## config.mk

```make
export PLATFORM = sky130hd
export DESIGN_NAME = apb_master_q
export DESIGN_NICKNAME = d
export VERILOG_FILES = /design/src/rtl/apb_pkg.sv /design/src/rtl/apb_cmd_fifo.sv /design/src/rtl/apb_master_q.sv
export SDC_FILE = /design/constraint.sdc
export NUM_CORES = 1
export LEC_CHECK = 0
export ABC_AREA = 1
export BUFFER_PORTS_ARGS = -buffer_cell sky130_fd_sc_hd__buf_2
export CORE_MARGIN = 2
export CORE_UTILIZATION = 50
export DETAILED_ROUTE_END_ITERATION = 8
export GPL_ROUTABILITY_DRIVEN = 0
export PLACE_DENSITY = 0.76
export SLEW_MARGIN = 0
export SYNTH_ARGS = -nofsm -noshare
export SYNTH_HDL_FRONTEND = slang
export SYNTH_HIERARCHICAL = 1
export SYNTH_SLANG_ARGS = --single-unit
```

## constraint.sdc

```tcl
create_clock -name clk -period 6.1 [get_ports clk]
set_clock_uncertainty 0.2 [all_clocks]
set_input_delay 1.83 -clock clk [delete_from_list [all_inputs] [get_ports clk]]
set_output_delay 1.83 -clock clk [all_outputs]
set_load 0.01 [all_outputs]
```

## src/rtl/apb_pkg.sv

```systemverilog
`default_nettype none
// ============================================================================
// Module      : apb_pkg
// Description : Shared types for the queued APB master: FSM states and the
//               command record carried through the command queue.
// Revision    : 1.0 - initial release
// ============================================================================
package apb_pkg;

    localparam int APB_ADDR_W = 32;
    localparam int APB_DATA_W = 32;

    typedef enum logic [1:0] {
        IDLE   = 2'd0,
        SETUP  = 2'd1,
        ACCESS = 2'd2
    } apb_state_t;

    typedef struct packed {
        logic                      write;
        logic [APB_ADDR_W-1:0]     addr;
        logic [APB_DATA_W-1:0]     wdata;
        logic [APB_DATA_W/8-1:0]   strb;
    } apb_cmd_t;

endpackage
`default_nettype wire

```

## src/rtl/apb_cmd_fifo.sv

```systemverilog
`default_nettype none
// ============================================================================
// Module      : apb_cmd_fifo
// Description : Power-of-two deep synchronous FIFO holding APB commands.
// Revision    : 1.0 - initial release
// ============================================================================
module apb_cmd_fifo #(
    parameter int DEPTH = 4,
    parameter int WIDTH = 8
) (
    input  logic                         clk,
    input  logic                         rst,
    input  logic                         i_push,
    input  logic [WIDTH-1:0]             i_push_data,
    input  logic                         i_pop,
    output logic [WIDTH-1:0]             o_pop_data,
    output logic                         o_full,
    output logic                         o_empty,
    output logic [$clog2(DEPTH):0]       o_count
);

    localparam int c_PTR_W = (DEPTH > 1) ? $clog2(DEPTH) : 1;

    logic [WIDTH-1:0]   r_mem [DEPTH];
    logic [c_PTR_W-1:0] r_wr_ptr;
    logic [c_PTR_W-1:0] r_rd_ptr;
    logic [c_PTR_W:0]   r_count;
    logic               w_push;
    logic               w_pop;

    assign w_push     = i_push && !o_full;
    assign w_pop      = i_pop && !o_empty;
    assign o_full     = (r_count == (c_PTR_W+1)'(DEPTH));
    assign o_empty    = (r_count == '0);
    assign o_count    = r_count;
    assign o_pop_data = r_mem[r_rd_ptr];

    // Pointers wrap naturally because DEPTH is a power of two.
    always_ff @(posedge clk or posedge rst) begin
        if (rst) begin
            r_wr_ptr <= '0;
            r_rd_ptr <= '0;
            r_count  <= '0;
        end else begin
            if (w_push) r_wr_ptr <= r_wr_ptr + c_PTR_W'(1);
            if (w_pop)  r_rd_ptr <= r_rd_ptr + c_PTR_W'(1);
            case ({w_push, w_pop})
                2'b10:   r_count <= r_count + (c_PTR_W+1)'(1);
                2'b01:   r_count <= r_count - (c_PTR_W+1)'(1);
                default: r_count <= r_count;
            endcase
        end
    end

    always_ff @(posedge clk) begin
        if (w_push) r_mem[r_wr_ptr] <= i_push_data;
    end

endmodule
`default_nettype wire

```

## src/rtl/apb_master_q.sv

```systemverilog
`default_nettype none
// ============================================================================
// Module      : apb_master_q
// Description : APB master with a command queue, wait-state timeout and an
//               in-order single-cycle response pulse.
// Revision    : 1.0 - initial release
// ============================================================================
module apb_master_q
    import apb_pkg::*;
#(
    parameter int ADDR_W  = 32,
    parameter int DATA_W  = 32,
    parameter int DEPTH   = 4,
    parameter int TIMEOUT = 16
) (
    input  logic                 clk,
    input  logic                 reset,
    input  logic                 cmd_valid_i,
    output logic                 cmd_ready_o,
    input  logic                 cmd_write_i,
    input  logic [ADDR_W-1:0]    cmd_addr_i,
    input  logic [DATA_W-1:0]    cmd_wdata_i,
    input  logic [DATA_W/8-1:0]  cmd_strb_i,
    output logic                 rsp_valid_o,
    output logic [DATA_W-1:0]    rsp_rdata_o,
    output logic                 rsp_err_o,
    output logic                 psel_o,
    output logic                 penable_o,
    output logic                 pwrite_o,
    output logic [ADDR_W-1:0]    paddr_o,
    output logic [DATA_W-1:0]    pwdata_o,
    output logic [DATA_W/8-1:0]  pstrb_o,
    input  logic                 pready_i,
    input  logic                 pslverr_i,
    input  logic [DATA_W-1:0]    prdata_i
);

    localparam int c_STRB_W = DATA_W / 8;
    localparam int c_CMD_W  = 1 + ADDR_W + DATA_W + c_STRB_W;
    localparam int c_WAIT_W = (TIMEOUT > 1) ? $clog2(TIMEOUT) : 1;
    localparam int c_CNT_W  = $clog2(DEPTH) + 1;

    apb_state_t          r_state;
    logic [c_WAIT_W-1:0] r_wait;
    logic                r_psel;
    logic                r_penable;
    logic                r_rsp_valid;
    logic                r_rsp_err;
    logic [DATA_W-1:0]   r_rsp_rdata;

    logic [c_CMD_W-1:0]  w_cmd_in;
    logic [c_CMD_W-1:0]  w_head;
    logic                w_head_write;
    logic [ADDR_W-1:0]   w_head_addr;
    logic [DATA_W-1:0]   w_head_wdata;
    logic [c_STRB_W-1:0] w_head_strb;
    logic                w_full;
    logic                w_empty;
    logic [c_CNT_W-1:0]  w_count;
    logic                w_push;
    logic                w_timeout;
    logic                w_done;
    logic                w_more;

    assign w_cmd_in     = {cmd_write_i, cmd_addr_i, cmd_wdata_i, cmd_strb_i};
    assign w_head_write = w_head[c_CMD_W-1];
    assign w_head_addr  = w_head[c_CMD_W-2 -: ADDR_W];
    assign w_head_wdata = w_head[DATA_W+c_STRB_W-1 -: DATA_W];
    assign w_head_strb  = w_head[c_STRB_W-1:0];

    assign w_push      = cmd_valid_i && !w_full;
    assign cmd_ready_o = !w_full;

    assign w_timeout = (r_state == ACCESS) && !pready_i &&
                       (r_wait == c_WAIT_W'(TIMEOUT - 1));
    assign w_done    = (r_state == ACCESS) && (pready_i || w_timeout);
    // Occupancy after this edge: the head leaves, a same-cycle push arrives.
    assign w_more    = (w_count > c_CNT_W'(1)) || w_push;

    apb_cmd_fifo #(
        .DEPTH (DEPTH),
        .WIDTH (c_CMD_W)
    ) u_fifo (
        .clk         (clk),
        .rst         (reset),
        .i_push      (w_push),
        .i_push_data (w_cmd_in),
        .i_pop       (w_done),
        .o_pop_data  (w_head),
        .o_full      (w_full),
        .o_empty     (w_empty),
        .o_count     (w_count)
    );

    always_ff @(posedge clk or posedge reset) begin
        if (reset) begin
            r_state     <= IDLE;
            r_wait      <= '0;
            r_psel      <= 1'b0;
            r_penable   <= 1'b0;
            r_rsp_valid <= 1'b0;
            r_rsp_err   <= 1'b0;
            r_rsp_rdata <= '0;
        end else begin
            r_rsp_valid <= w_done;
            r_rsp_err   <= w_done && (!pready_i || pslverr_i);
            r_rsp_rdata <= (w_done && pready_i && !pslverr_i && !w_head_write)
                           ? prdata_i : '0;
            case (r_state)
                IDLE: begin
                    if (!w_empty) begin
                        r_state   <= SETUP;
                        r_psel    <= 1'b1;
                        r_penable <= 1'b0;
                        r_wait    <= '0;
                    end
                end
                SETUP: begin
                    r_state   <= ACCESS;
                    r_psel    <= 1'b1;
                    r_penable <= 1'b1;
                end
                ACCESS: begin
                    if (pready_i && w_more) begin
                        r_state   <= SETUP;
                        r_psel    <= 1'b1;
                        r_penable <= 1'b0;
                        r_wait    <= '0;
                    end else if (w_done) begin
                        r_state   <= IDLE;
                        r_psel    <= 1'b0;
                        r_penable <= 1'b0;
                    end else begin
                        r_wait <= r_wait + c_WAIT_W'(1);
                    end
                end
                default: begin
                    r_state   <= IDLE;
                    r_psel    <= 1'b0;
                    r_penable <= 1'b0;
                end
            endcase
        end
    end

    assign psel_o      = r_psel;
    assign penable_o   = r_penable;
    assign pwrite_o    = r_psel && w_head_write;
    assign paddr_o     = r_psel ? w_head_addr  : '0;
    assign pwdata_o    = r_psel ? w_head_wdata : '0;
    assign pstrb_o     = (r_psel && w_head_write) ? w_head_strb : '0;
    assign rsp_valid_o = r_rsp_valid;
    assign rsp_rdata_o = r_rsp_rdata;
    assign rsp_err_o   = r_rsp_err;

endmodule
`default_nettype wire

```

==> results of run 1 <==
## metrics by stage
stage               hold WS [ns]  area (µm²)   util  cells  total power (W)
floorplan                  0.246       13500      -   1176          0.00477
global placement           0.262       14800  0.554   1685          0.00547
detailed placement         0.273       14800  0.554   1685          0.00553
CTS                        0.285       16000  0.598   1747          0.00766
global route               0.296       16000  0.598   1748          0.00808
finish                     0.284       16000  0.598   1749          0.00759
## area by class of cell
class / instances / area [µm²]
fill: 2105 / 10700
multi-input combinational: 529 / 2690
clock buffer: 43 / 958
antenna: 2 / 5.00
sequential: 324 / 9490
inverter: 268 / 1010
timing repair buffer: 223 / 1200
clock inverter: 19 / 218
tap: 341 / 427
## sequential cells by signal, summed over array words and instances (netlist names)
register	cells
psel_o	1
r_state	2
r_wait	4
rsp_err_o	1
rsp_rdata_o	32
rsp_valid_o	1
u_fifo/o_count	3
u_fifo/r_mem	276
u_fifo/r_rd_ptr	2
u_fifo/r_wr_ptr	2
## synth_stat cells, types with 3 or more instances
cell type	number
buf_6	13
ha_1	6
nand2_2	3
o211ai_1	138
edfxtp_1	276
inv_1	266
nor2_1	46
buf_2	26
nand3_1	15
clkbuf_8	3
nand2_1	305
o21ai_0	4
dfrtp_1	48
clkbuf_1	13
## metal layers
metal	vias up	global-route usage	wire, µm
li1	4254	-	-
met1	3993	0.231	11100
met2	274	0.318	12800
met3	51	0.0430	1910
met4	4	0.0577	535
met5	-	0	21
## power groups by stage
stage / Clock, W / Sequential, W / Combinational (W)
floorplan: 0 / 0.00304 / 0.00173
global placement: 0 / 0.00306 / 0.00241
detailed placement: 0 / 0.00308 / 0.00245
CTS: 0.00216 / 0.00303 / 0.00247
global route: 0.00225 / 0.00307 / 0.00275
finish: 0.00212 / 0.00303 / 0.00243
## worst reg2reg max path, stage by stage (launching register included)
cell and delay, ns:
dfrtp_1 0.36, inv_1 0.08, nand3_1 0.16, inv_1 0.06
inv_1 0.08, nand2_1 0.11, inv_1 0.11, nand2_1 0.27
nor2_4 0.79, buf_12 0.36
## final timing paths
check	from	endpoint	slack (ns)
max	u_fifo/r_rd_ptr[0]$_DFFE_PP0P_	paddr_o[23]	1.31
min	u_fifo/o_count[0]$_DFFE_PP0P_	u_fifo/o_count[0]$_DFFE_PP0P_	0.28
max reg2reg	u_fifo/o_count[1]$_DFFE_PP0P_	u_fifo/r_mem[1][66]$_DFFE_PP_	3.16
min reg2reg	u_fifo/o_count[0]$_DFFE_PP0P_	u_fifo/o_count[0]$_DFFE_PP0P_	0.28
max in group asynchronous	reset	psel_o$_DFFE_PP0P_	4.07
min in group asynchronous	reset	u_fifo/r_rd_ptr[1]$_DFFE_PP0P_	1.08
## logic make-up after synthesis
group	count (synthesis)	share of synthesized area
buffers and inverters	323	0.102
AND/OR/NAND/NOR	373	0.107
XOR/XNOR	2	0.00130
adder cells (fa/ha/maj)	7	0.00703
flip-flops	324	0.702
AO/OA/AOI/OAI	147	0.0816
==> metrics.md, run 1 <==
| Metric | Value |
|---|---|
| Depth of the worst register-to-register path | `9` |
| Chip height | `168 µm` |
| Mapped cell area | `13500 µm²` |
| Die width | `around 170 µm` |
| Unrepaired setup endpoints after global routing | `false` |
| CP startpoint kind | `flip-flop` |
| H-Tree Level Count | `2` |
| CP Depth | `7` |
| Global-route usage over all layers | `0.184` |
| Post-layout min period | `4.79 ns` |
| Min-Delay Path Class | `flip-flop to flip-flop` |
| Max_cap viols | `0` |
| Status | `complete, no violations` |
| Grt total ovfl | `0` |
| Vias in the first global route | `8119` |
| Routed wire length | `26.4 mm` |
| Longest Clk Path Bufs | `3` |
| Layout cells sized above 1 | `0.205` |
| Pre-CTS WS | `1.87 ns` |
| Share of the synthesized area in the top cell type | `0.613` |
| Commonest non-fill, non-tap cell in the layout | `nand2_1` |
| DP HPWL | `15.8 mm` |
| First-pass GRT wire length | `41.1 mm` |
| Synth area leader | `edfxtp_1` |
| Core area | `approximately 27000 µm²` |
| Clk sink count | `324` |
| Worst IR drop on VDD | `about 0.37 mV` |
| PD cells | `474 nW/µm²` |
| Hold path depth | `1` |
| Rel. slew slack | `0.246` |
| FP Rows | `60` |
| Final Hold Viols | `0` |
| Reg power frac | `0.400` |
| Critical Path Max Stage Delay | `0.70 ns` |
| Synthesized instance count | `1176` |
| CP top delay family | `buffers and inverters` |
| Initial DRT Pass Iterations | `5` |
| Switch share | `0.342` |
| Final net count | `1494` |
| Post-route DRC | `0` |
| Root Driver | `clkbuf_16` |
| DIE AREA | `28400 µm²` |
| Syn_nets | `1289` |
| Routed wire per std cell | `15.1 µm` |
| Comb power frac | `0.321` |
| Vias per inst | `4.90` |
| Yosys Warn Count | `6` |
| Netlist cell types | `25` |
| Period utilization | `0.786` |
| I/O pin count | `212` |
| Asr flop ratio synth | `0.148` |
| Most used cell, CP | `nand2_1` |
| Post_cts resized | `0` |
| Most frequent cells in the layout | `305 x nand2_1, 276 x edfxtp_1, 266 x inv_1, 211 x buf_2, 138 x o211ai_1` |
| Via count | `8576` |
| DRT antenna net count | `0` |
| DR iter-0 viols | `549` |
| Max Fanout on Critical Path | `around 190` |
| Setup Buffers After CTS | `0` |
| Worst-path clk slew | `0.06 ns` |
| TritonCTS clock tree | `built` |
| CP bufs+invs | `4` |
| Worst EP arrival | `about 2.8 ns` |
| CP required | `~4 ns` |
| Final setup viols | `0` |
| FMAX | `0.209 GHz` |
| Leak Pwr | `~7.5 nW` |
| Syn avg cell area | `around 11 µm²` |
| Synthesized flop and latch total | `324` |
| Synthesis-to-finish area growth | `18.3%` |
| CTS buffer count | `35` |
| Cell chain of the critical path | `inv_8 > buf_12 > o211ai_1 > nand2_1 > nand2_1 > inv_1 > buf_2` |
| Crit-path slowest cell | `inv_8` |
| Element type at the critical path end | `output pin` |
| Post-synthesis sequential area ratio | `0.702` |
| Sw power | `0.00259 W` |
| Pin count of the biggest net entering global routing | `195` |
| Final Max Slew Viols | `0` |
| Post-CTS Hold Buffers | `0` |
| Slack of the critical path | `1.31 ns` |
| Initial Util | `0.506` |
| Setup tns final | `0 ns` |
| Top cells by area, synth | `edfxtp_1 61%, dfrtp_1 8.9%, nand2_1 8.5%, o211ai_1 7.7%, inv_1 7.4%` |
| Initial antenna violation count | `4` |
| Slew @ Worst Pin | `1.13 ns` |
| Internal power | `0.00499 W` |
| EDFF count, synth | `276` |
| Clock group share of total power | `0.280` |
| Worst skew pair latency | `slightly below 0.5 ns` |
| CP Class | `flip-flop to output pin` |
| Port bufs | `211` |
| Synth Flop Type | `edfxtp_1` |
Power figures use the tool's default switching activity.
==> run 2, diff against run 1 <==
==> constraint.sdc (replaced) <==
create_clock -name clk -period 4.5 [get_ports clk]
set_clock_uncertainty 0.2 [all_clocks]
set_input_delay 1.35 -clock clk [delete_from_list [all_inputs] [get_ports clk]]
set_output_delay 1.35 -clock clk [all_outputs]
set_load 0.01 [all_outputs]
==> run 2 against run 1 <==
- first-iteration DRC count is 2.0% lower
- sequential cell count stayed put
- global-route usage is 0.44 points higher
- via count is 1.2% higher
- largest cell class unchanged
- die area stayed put
- cell area is 0.15% lower
- largest power group unchanged
- power is 35% higher
==> metrics.md, run 2 (same netlist as run 1, synthesis figures left out) <==
| Metric | Value |
|---|---|
| Post_cts resized | `0 (unchanged)` |
| Status | `complete, no violations (unchanged)` |
| Worst-path clk slew | `0.06 ns (about the same)` |
| PD cells | `640 nW/µm² (was 474 nW/µm²)` |
| Storage cell area | `9490 µm² (unchanged)` |
| Core area | `26700 µm² (unchanged)` |
| Reg power frac | `0.397 (was 0.400)` |
| Unrepaired setup endpoints after global routing | `false (unchanged)` |
| Longest Clk Path Bufs | `3 (unchanged)` |
| Smallest hold slack | `0.277 ns (was 0.284 ns)` |
| Routed wire per std cell | `15.2 µm (was 15.1 µm)` |
| Clock group share of total power | `0.271 (was 0.280)` |
| Most frequent cells in the layout | `305 x nand2_1, 276 x edfxtp_1, 266 x inv_1, 211 x buf_2, 138 x o211ai_1 (unchanged)` |
| FMAX | `0.252 GHz` |
| Chip height | `168 µm (unchanged)` |
| Hold path start | `u_fifo/o_count[0]$_DFFE_PP0P_ (unchanged)` |
| Max_cap viols | `0 (unchanged)` |
| Cell chain of the critical path | `inv_8 > buf_4 > nand2_1 > o211ai_1 > nand2_1 > nand2_1 > inv_1 > buf_2 (was inv_8 > buf_12 > o211ai_1 > nand2_1 > nand2_1 > inv_1 > buf_2)` |
| Commonest non-fill, non-tap cell in the layout | `nand2_1 (unchanged)` |
| Initial Util | `0.506 (unchanged)` |
| Global-route usage over all layers | `0.188 (was 0.184)` |
| TritonCTS clock tree | `built (unchanged)` |
| Pin count of the biggest net entering global routing | `133 (was 195)` |
| Initial DRT Pass Iterations | `5 (unchanged)` |
| Clk sink count | `324 (unchanged)` |
| Die width | `168 µm (unchanged)` |
| CP Class | `flip-flop to output pin (unchanged)` |
| Vias per inst | `4.95 (was 4.90)` |
| Dpl cell area | `14800 µm² (about the same)` |
| Crit-path slowest cell | `inv_8 (unchanged)` |
| Biggest register | `u_fifo/r_mem (unchanged)` |
| Comb power frac | `0.332 (was 0.321)` |
| Max Fanout on Critical Path | `132 (was 194)` |
| DP HPWL | `16.0 mm (was 15.8 mm)` |
| Via count | `8679 (was 8576)` |
| Initial antenna violation count | `5 (was 4)` |
| Layout cells sized above 1 | `0.207 (was 0.205)` |
| Most used cell, CP | `nand2_1 (unchanged)` |
| Area taken by multi-input logic gates | `2690 µm² (unchanged)` |
| Synthesis-to-finish area growth | `18.2% (was 18.3%)` |
| Final Max Slew Viols | `0 (unchanged)` |
| Critical Path Max Stage Delay | `0.49 ns (was 0.70 ns)` |
| Reg2reg start | `u_fifo/o_count[1]$_DFFE_PP0P_ (unchanged)` |
| Post-route DRC | `0 (unchanged)` |
| DR iter-0 viols | `538 (was 549)` |
| Post-CTS Hold Buffers | `0 (unchanged)` |
| DRT antenna net count | `0 (unchanged)` |
| Worst EP arrival | `2.41 ns (was 2.76 ns)` |
| Rel. slew slack | `0.419 (was 0.246)` |
| H-Tree Level Count | `2 (unchanged)` |
| CP required | `2.95 ns (was 4.07 ns)` |
| CP startpoint kind | `flip-flop (unchanged)` |
| Final setup viols | `0 (unchanged)` |
| Vias in the first global route | `8333 (was 8119)` |
| Grt total ovfl | `0 (unchanged)` |
| Setup Buffers After CTS | `0 (unchanged)` |
| Final Hold Viols | `0 (unchanged)` |
| Post-layout min period | `3.96 ns` |
| R2R setup slack | `1.80 ns (was 3.16 ns)` |
| DIE AREA | `28400 µm² (unchanged)` |
| Min-Delay Path Class | `flip-flop to flip-flop (unchanged)` |
| Period utilization | `0.880` |
| Leak Pwr | `7.54 nW (about the same)` |
| FP Rows | `60 (unchanged)` |
| Port bufs | `211 (unchanged)` |
| Internal power | `0.00665 W (was 0.00499 W)` |
| Element type at the critical path end | `output pin (unchanged)` |
| CTS buffer count | `34 (was 35)` |
| Fill cells | `2158 (was 2105)` |
| Routed wire length | `26.6 mm (was 26.4 mm)` |
| Final net count | `1499 (was 1494)` |
| CP startpoint | `u_fifo/r_rd_ptr[0]$_DFFE_PP0P_ (unchanged)` |
| I/O pin count | `212 (unchanged)` |
| Worst skew pair latency | `0.51 ns (was 0.49 ns)` |
| Slew @ Worst Pin | `0.871 ns (was 1.13 ns)` |
| First-pass GRT wire length | `42.2 mm (was 41.1 mm)` |
| Finished layout cell area | `16000 µm² (about the same)` |
| Sw power | `0.00357 W (was 0.00259 W)` |
| Root Driver | `clkbuf_16 (unchanged)` |
| Worst IR drop on VDD | `0.392 mV (was 0.370 mV)` |
| Switch share | `0.349 (was 0.342)` |
| Max reg flops | `276 (unchanged)` |
==> run 2: cell types whose count changed in the layout (fill, tap and decap cells not counted) <==
cell	previous run	this run
buf_4	8	15
clkinv_8	0	2
clkbuf_8	1	0
clkinv_4	1	0
clkinvlp_4	1	2
clkinv_1	7	11
diode_2	2	3
clkbuf_16	37	35
bufinv_16	5	4
clkbuf_1	5	2
buf_12	4	3
==> run 2: final cells by class <==
class                   instances  share of cell area
flip-flops and latches        324               0.594
multi-input cells             529               0.168
repair buffers                229              0.0769
inverters                     268              0.0635
clock buffers                  37              0.0553
well taps                     341              0.0267
clock inverters                24              0.0147
diodes                          3            0.000470
==> run 2: worst max-delay path: cells and delay by family (launching register included) <==
| kind | cells | cell delay, ns |
|---|---|---|
| simple gates | 3 | 0.25 |
| buf+inv | 4 | 1.02 |
| flops | 1 | 0.45 |
| compound gates | 1 | 0.09 |
==> run 2: path summary, 6_finish.rpt <==
| check | to | cells past startpoint |
|---|---|---|
| worst max-delay path | paddr_o[17] | 8 |
| worst min register to register | u_fifo/o_count[0]$_DFFE_PP0P_ | 1 |
| max in group asynchronous | psel_o$_DFFE_PP0P_ | 3 |
| worst max register to register | u_fifo/o_count[2]$_DFFE_PP0P_ | 14 |
| min in group asynchronous | u_fifo/r_rd_ptr[1]$_DFFE_PP0P_ | 2 |
| worst min-delay path | u_fifo/o_count[0]$_DFFE_PP0P_ | 1 |
==> run 2: power by group through the flow <==
stage | sequential, W | combinational (W) | clock, W
global route | 0.00410 | 0.00382 | 0.00295
global placement | 0.00410 | 0.00334 | 0
detailed placement | 0.00412 | 0.00341 | 0
CTS | 0.00406 | 0.00344 | 0.00284
finish | 0.00406 | 0.00339 | 0.00277
floorplan | 0.00412 | 0.00235 | 0
==> run 2: through the flow <==
| step | std cells | worst slack, ns | util | TNS (ns) | power (W) |
|---|---|---|---|---|---|
| 3_5_place_dp | 1691 | 1.09 | 0.555 | 0 | 0.00753 |
| 4_1_cts | 1752 | 0.541 | 0.597 | 0 | 0.0103 |
| 3_3_place_gp | 1691 | 1.13 | 0.555 | 0 | 0.00744 |
| 2_1_floorplan | 1176 | -0.723 | - | -199.50 | 0.00647 |
| 5_1_grt | 1753 | 0.369 | 0.597 | 0 | 0.0109 |
| 6_report | 1755 | 0.538 | 0.598 | 0 | 0.0102 |
==> run 2: per-layer routing <==
layer  vias up  routed length [µm]  GRT usage
li1       4283                   -          -
met1      4101               11400      0.235
met2       237               12900      0.326
met3        52                1740     0.0454
met4         6                 657     0.0585
met5         -                  38          0
